$ cat config.mk
export PLATFORM = sky130hd
export DESIGN_NAME = gf2_rank_pipe
export DESIGN_NICKNAME = d
export VERILOG_FILES = /design/src/rtl/gf2_rank_pipe.sv
export SDC_FILE = /design/constraint.sdc
export NUM_CORES = 1
export LEC_CHECK = 0
export ABC_CLOCK_PERIOD_IN_PS = 2700
export CORE_UTILIZATION = 54
export DETAILED_ROUTE_END_ITERATION = 10
export PLACE_DENSITY_LB_ADDON = 0.12
export SLEW_MARGIN = 20
export SYNTH_ARGS = -nofsm -noshare
export SYNTH_HDL_FRONTEND = slang
export SYNTH_SLANG_ARGS = --single-unit
$ cat constraint.sdc
create_clock -name clk -period 2.7 [get_ports clk]
set_clock_uncertainty 0.15 [all_clocks]
set_input_delay 0.54 -clock clk [delete_from_list [all_inputs] [get_ports clk]]
set_output_delay 0.54 -clock clk [all_outputs]
set_load 0.005 [all_outputs]
$ cat src/rtl/gf2_rank_pipe.sv
// gf2_rank_pipe: row-streaming GF(2) Gaussian elimination / rank engine.
//
// A ROWS x DAT_W binary matrix is streamed in one row per handshake. Each row
// walks a DAT_W-stage pipeline, one stage per column. A stage either cancels
// its column against the stored pivot for that column or, if no pivot exists
// yet, becomes that pivot. Rows that survive every stage are linearly
// dependent and are dropped. The rank is the number of pivots that get stored.
//
// Ports:
//   clk, rst_b          clock, asynchronous active-low reset
//   start               begin a new matrix (only honoured in IDLE)
//   row_valid/row_ready row handshake; row_data bit DAT_W-1 is column 0
//   busy                high in LOAD, DRAIN and DONE
//   finish              one-cycle pulse, rank/full_rank valid from here on
//   rank, full_rank     pivot count, and rank == min(ROWS, DAT_W)
//
// Build option: define PIVOT_READ_EN to add a combinational pivot read port
//   (piv_addr -> piv_data, piv_vld).

module gf2_rank_stage #(
  parameter int DAT_W = 4,
  parameter int COL   = 0
) (
  input  logic [DAT_W-1:0] row_in,
  input  logic             vld_in,
  input  logic [DAT_W-1:0] piv,
  input  logic             piv_vld,
  output logic [DAT_W-1:0] row_out,
  output logic             vld_out,
  output logic             wr
);
  logic b;
  assign b = row_in[DAT_W-1-COL];

  // A stored pivot always has its own column bit set, so XOR clears it.
  always_comb begin
    wr      = vld_in & b & ~piv_vld;
    row_out = (b & piv_vld) ? (row_in ^ piv) : row_in;
    vld_out = vld_in & ~wr;
  end
endmodule

module gf2_rank_pipe #(
  parameter int DAT_W = 4,
  parameter int ROWS  = 4,
  parameter int RNK_W = $clog2(DAT_W+1)
) (
  input  logic                     clk,
  input  logic                     rst_b,
  input  logic                     start,
  input  logic                     row_valid,
  output logic                     row_ready,
  input  logic [DAT_W-1:0]         row_data,
  output logic                     busy,
  output logic                     finish,
  output logic [RNK_W-1:0]         rank,
  output logic                     full_rank
`ifdef PIVOT_READ_EN
  ,
  input  logic [$clog2(DAT_W)-1:0] piv_addr,
  output logic [DAT_W-1:0]         piv_data,
  output logic                     piv_vld
`endif
);
  localparam int CW    = $clog2(ROWS+1);
  localparam int DW    = $clog2(DAT_W+1);
  localparam int MINRC = (ROWS < DAT_W) ? ROWS : DAT_W;

  typedef enum logic [1:0] {IDLE, LOAD, DRAIN, DONE} state_t;
  state_t state, state_nxt;

  logic [CW-1:0]                cnt;
  logic [DW-1:0]                dcnt;
  logic [DAT_W-1:0][DAT_W-1:0]  stg_row, out_row, piv;
  logic [DAT_W-1:0]             vld_pipe, out_vld, wr, pv, pv_nxt;
  logic                         go, acc, last_acc, drain_end;
  logic [RNK_W-1:0]             rank_nxt;
  logic                         unused_tail;

  assign row_ready = (state == LOAD);
  assign busy      = (state != IDLE);
  assign finish    = (state == DONE);
  assign go        = (state == IDLE) && start;
  assign acc       = row_valid && row_ready;
  assign last_acc  = acc && (cnt == CW'(ROWS-1));
  assign drain_end = (state == DRAIN) && (dcnt == DW'(DAT_W-1));

  // Rank is latched on the same edge the last stage may still commit a
  // pivot, so count the post-edge pivot set.
  assign pv_nxt = pv | wr;
  always_comb begin
    rank_nxt = '0;
    for (int j = 0; j < DAT_W; j++) rank_nxt = rank_nxt + RNK_W'(pv_nxt[j]);
  end

  for (genvar j = 0; j < DAT_W; j++) begin : g_stg
    gf2_rank_stage #(.DAT_W(DAT_W), .COL(j)) u_stg (
      .row_in (stg_row[j]),
      .vld_in (vld_pipe[j]),
      .piv    (piv[j]),
      .piv_vld(pv[j]),
      .row_out(out_row[j]),
      .vld_out(out_vld[j]),
      .wr     (wr[j])
    );
  end

  // Survivors of the last stage are dependent rows and are discarded.
  assign unused_tail = ^{out_row[DAT_W-1], out_vld[DAT_W-1]};

  always_ff @(posedge clk or negedge rst_b) begin
    if (!rst_b) begin
      stg_row  <= '0;
      vld_pipe <= '0;
    end else begin
      stg_row[0]  <= row_data;
      vld_pipe[0] <= acc;
      for (int j = 1; j < DAT_W; j++) begin
        stg_row[j]  <= out_row[j-1];
        vld_pipe[j] <= out_vld[j-1];
      end
    end
  end

  always_ff @(posedge clk or negedge rst_b) begin
    if (!rst_b) begin
      piv <= '0;
      pv  <= '0;
    end else if (go) begin
      piv <= '0;
      pv  <= '0;
    end else begin
      for (int j = 0; j < DAT_W; j++) begin
        if (wr[j]) begin
          piv[j] <= stg_row[j];
          pv[j]  <= 1'b1;
        end
      end
    end
  end

  always_ff @(posedge clk or negedge rst_b) begin
    if (!rst_b) begin
      state     <= IDLE;
      cnt       <= '0;
      dcnt      <= '0;
      rank      <= '0;
      full_rank <= 1'b0;
    end else begin
      state <= state_nxt;
      if (go)       cnt <= '0;
      else if (acc) cnt <= cnt + 1'b1;
      if (last_acc)              dcnt <= '0;
      else if (state == DRAIN)   dcnt <= dcnt + 1'b1;
      if (go) begin
        rank      <= '0;
        full_rank <= 1'b0;
      end else if (drain_end) begin
        rank      <= rank_nxt;
        full_rank <= (rank_nxt == RNK_W'(MINRC));
      end
    end
  end

  always_comb begin
    state_nxt = state;
    case (state)
      IDLE:    if (start)     state_nxt = LOAD;
      LOAD:    if (last_acc)  state_nxt = DRAIN;
      DRAIN:   if (drain_end) state_nxt = DONE;
      DONE:                   state_nxt = IDLE;
      default:                state_nxt = IDLE;
    endcase
  end

`ifdef PIVOT_READ_EN
  always_comb begin
    piv_data = '0;
    piv_vld  = 1'b0;
    if (int'(piv_addr) < DAT_W) begin
      piv_data = piv[piv_addr];
      piv_vld  = pv[piv_addr];
    end
  end
`endif
endmodule
==> results_dict.tcl, run 1 <==
set metrics [dict create \
    synth_xor_area_share_pct 4.48 \
    cp_max_fo 6 \
    routed_wl_mm 2.41 \
    setup.worst_path.start_class "register" \
    cts-buffers-inserted 5 \
    synth_compound_gate_area_share_pct 6.24 \
    leakage_nw 0.903 \
    rsz0062_at_grt "no" \
    cts_num_sinks 36 \
    met2_usage_pct 31.3 \
    wl_per_cell_um 12.7 \
    cp.arrival_ps 2650 \
    syn_nets 156 \
    track_usage_pct 19.9 \
    slowest_stage "fa_1" \
    cp_data_required_time_ps 2810 \
    end_kind "register" \
    via_count 1020 \
    synthesis.area_mm2 0.00156 \
    p_sw_uw 602 \
    met1_usage_pct 22.9 \
    fmax_mhz 394 \
    finalHoldViolations 0 \
    nets 177 \
    die_w_um 55.8 \
    worstPathCellList "a21oi_1 > fa_1 > inv_1 > ha_1 > ha_1 > or4b_1 > a21oi_1" \
    busiest_layer "met2" \
    pwr-share-seq_pct 45.3 \
    area_growth_pct 16.6 \
    dpl.hpwl_mm 1.76 \
    ys_warn_count 0 \
    intPower_mw 1.20 \
    yosysUniqueCellTypes 24 \
    outcome "completed" \
    switching_share_pct 33.4 \
    cts_root_buffer "clkbuf_4" \
    pin_count 15 \
    grt_max_degree 37 \
    slew_headroom_pct 67.8 \
    cp_top_family "adder cells" \
    grt_pass1_wl_mm 4.58 \
    slowest_delay_ps 550 \
    drc_errors 0 \
    via_per_inst 5.40 \
    crit_type "register to register" \
    initial_utilization_pct 56.7 \
    synthCells 136 \
    cts.clk_slew.worst_paths_ps 110 \
    setup_violations 0 \
    drive_above_1_share_pct 6.96 \
    hold_path.class "register to register" \
    cts_hold_buf 0 \
    h-tree-depth 2 \
    yosys.area_share.adder_pct 10.1 \
    place_congestion 0.773 \
    grt_antenna_before_repair 0 \
    portBuffers 14 \
    fin_crit_ps 2540 \
    clk_latency_ps 340 \
    tns_ps 0 \
    worst-path-buf-inv 1 \
    muxShareOfSynthArea_pct 5.84 \
    cts_resized 0 \
    clkPwrFrac_pct 20.3 \
    post_cts_buffers 0 \
    die_h_um 55.8 \
    core_area_mm2 0.00276 \
    num_antenna_cells 0 \
    die_area_mm2 0.00311 \
    cts_tree "yes" \
    period_share_pct 94.1 \
    grt_pass1_vias 1054 \
    drtIter0Drc 18 \
    ant_nets 0 \
    slew_viol_final 0 \
    row_count 19 \
    power_mw 1.80 \
    first_pass_iters 4 \
    grt_use_met3_pct 6.51 \
    synthSimpleGateAreaFrac_pct 11.8 \
    irDropWorstVdd_uv 735 \
    cap_violations 0 \
    fillers 238 \
    power_frac_comb_pct 34.4 \
    cts_buffer_depth 2 \
    syn_avg_cell_area_um2 11.5 \
    synth_top_family_by_area "simple AND/OR/NAND/NOR gates" \
    synth-seq-area-share_pct 57.6 \
    tightest_slew_ps 483 \
    gr-total-overflow 0 \
    cellPowerDensity_mw_per_mm2 990 \
    ys_ff_latch 36 \
]
## final timing paths
kind / slack, ps / endpoint / depth (start not counted) / start
setup / recovery: 160 / full_rank$_DFFE_PN0P_ / 7 / stg_row[3]$_DFF_PN0_
hold / removal: 320 / stg_row[8]$_DFF_PN0_ / 1 / stg_row[4]$_DFF_PN0_
setup reg to reg: 160 / full_rank$_DFFE_PN0P_ / 7 / stg_row[3]$_DFF_PN0_
hold reg to reg: 320 / stg_row[8]$_DFF_PN0_ / 1 / stg_row[4]$_DFF_PN0_
max in group asynchronous: 1630 / stg_row[3]$_DFF_PN0_ / 2 / rst_b
min in group asynchronous: 450 / rank[1]$_DFFE_PN0P_ / 2 / rst_b
## worst reg2reg max path, cell delays in order (launching register included)
cell	delay (ps)
dfrtp_1	440
a21oi_1	130
fa_1	550
inv_1	40
ha_1	190
ha_1	290
or4b_1	510
a21oi_1	170
## metrics by stage
step                util [%]  worst slack, ps  hold WS (ps)  area (um2)  cells
floorplan                  -              314          94.4        1560    136
global placement        63.3              277           307        1750    181
detailed placement      63.3              174           315        1750    181
CTS                     66.1              149           327        1820    189
global route            66.1             37.1           355        1820    189
finish                  66.1              161           318        1820    189
## flip-flops by register name (all words and copies together) (netlist names)
name / cells
rank: 3
pv: 4
full_rank: 1
state: 2
dcnt: 3
vld_pipe: 4
piv: 6
cnt: 3
stg_row: 10
## power groups by stage
stage                     clock, mW  combinational (mW)  sequential [mW]
after floorplan                   0               0.451            0.803
after global placement            0               0.597            0.819
after detailed placement          0               0.635            0.833
after CTS                     0.377               0.638            0.821
after global routing          0.402               0.737            0.846
final                         0.366               0.620            0.817
## area by class of cell
cell class	instances	area (um2)	area share [%]
flip-flops and latches	36	901	49.5
multi-input cells	85	602	33.0
repair buffers	16	155	8.52
clock inverters	2	35.0	1.92
inverters	13	48.8	2.68
well taps	31	38.8	2.13
clock buffers	6	41.3	2.27
## kinds of logic after synthesis
family                   count (synthesis)
AO/OA/AOI/OAI                           16
XOR/XNOR                                 8
adder cells (fa/ha/maj)                 12
buffers and inverters                   15
flip-flops                              36
multiplexers                             9
AND/OR/NAND/NOR                         40
## per-layer routing
metal  share of wire (%)  vias up
met3                 3.3        9
met2                  50       19
met1                  43      495
met4                 3.4        0
met5                   0        -
li1                    -      497
## placed cells by master (no fill, tap or decap)
master,netlist,final
ha_1,11,11
clkinv_1,1,1
a21oi_1,10,10
fa_1,1,1
nand3b_1,3,3
clkbuf_4,0,5
mux2_1,1,1
clkdlybuf4s50_1,0,14
nand3_1,10,10
a222oi_1,1,1
mux2i_1,8,8
inv_2,1,1
nand2_1,9,9
dfrtp_1,36,36
clkbuf_1,1,1
buf_4,1,2
inv_1,11,11
xnor2_1,7,7
xor2_1,1,1
or4b_1,1,1
a21boi_1,2,2
nor2_1,15,15
a211oi_1,2,2
clkinv_2,0,1
a21boi_0,1,1
nand2_2,1,1
bufinv_16,0,1
and3_1,1,1
## Yosys cell counts (all sizes together)
master	count	area, um2
mux2	1	11.3
clkbuf	1	3.75
dfrtp	36	901
a222oi	1	10.0
nor2	15	56.3
and3	1	6.26
or4b	1	10.0
nand3	10	50.1
a21oi	10	50.1
nand3b	3	22.5
a211oi	2	15.0
inv	12	45.0
xnor2	7	61.3
mux2i	8	80.1
fa	1	20.0
nand2	10	40.0
xor2	1	8.76
a21boi	3	22.5
buf	1	7.51
clkinv	1	3.75
ha	11	138
Power figures use the tool's default switching activity.
==> run 2, diff against run 1 <==
--- a/config.mk
+++ b/config.mk
@@ -9,6 +9,7 @@
 export CORE_UTILIZATION = 54
 export DETAILED_ROUTE_END_ITERATION = 10
 export PLACE_DENSITY_LB_ADDON = 0.12
+export SKIP_LAST_GASP = 1
 export SLEW_MARGIN = 20
 export SYNTH_ARGS = -nofsm -noshare
 export SYNTH_HDL_FRONTEND = slang
==> results of run 2 <==
No change in the layout: final DEF, timing and power equal those of run 1.
==> run 3, diff against run 2 <==
--- a/config.mk
+++ b/config.mk
@@ -14,3 +14,4 @@
 export SYNTH_ARGS = -nofsm -noshare
 export SYNTH_HDL_FRONTEND = slang
 export SYNTH_SLANG_ARGS = --single-unit
+export TNS_END_PERCENT = 100
==> results of run 3 <==
No change in the layout: final DEF, timing and power equal those of run 1.
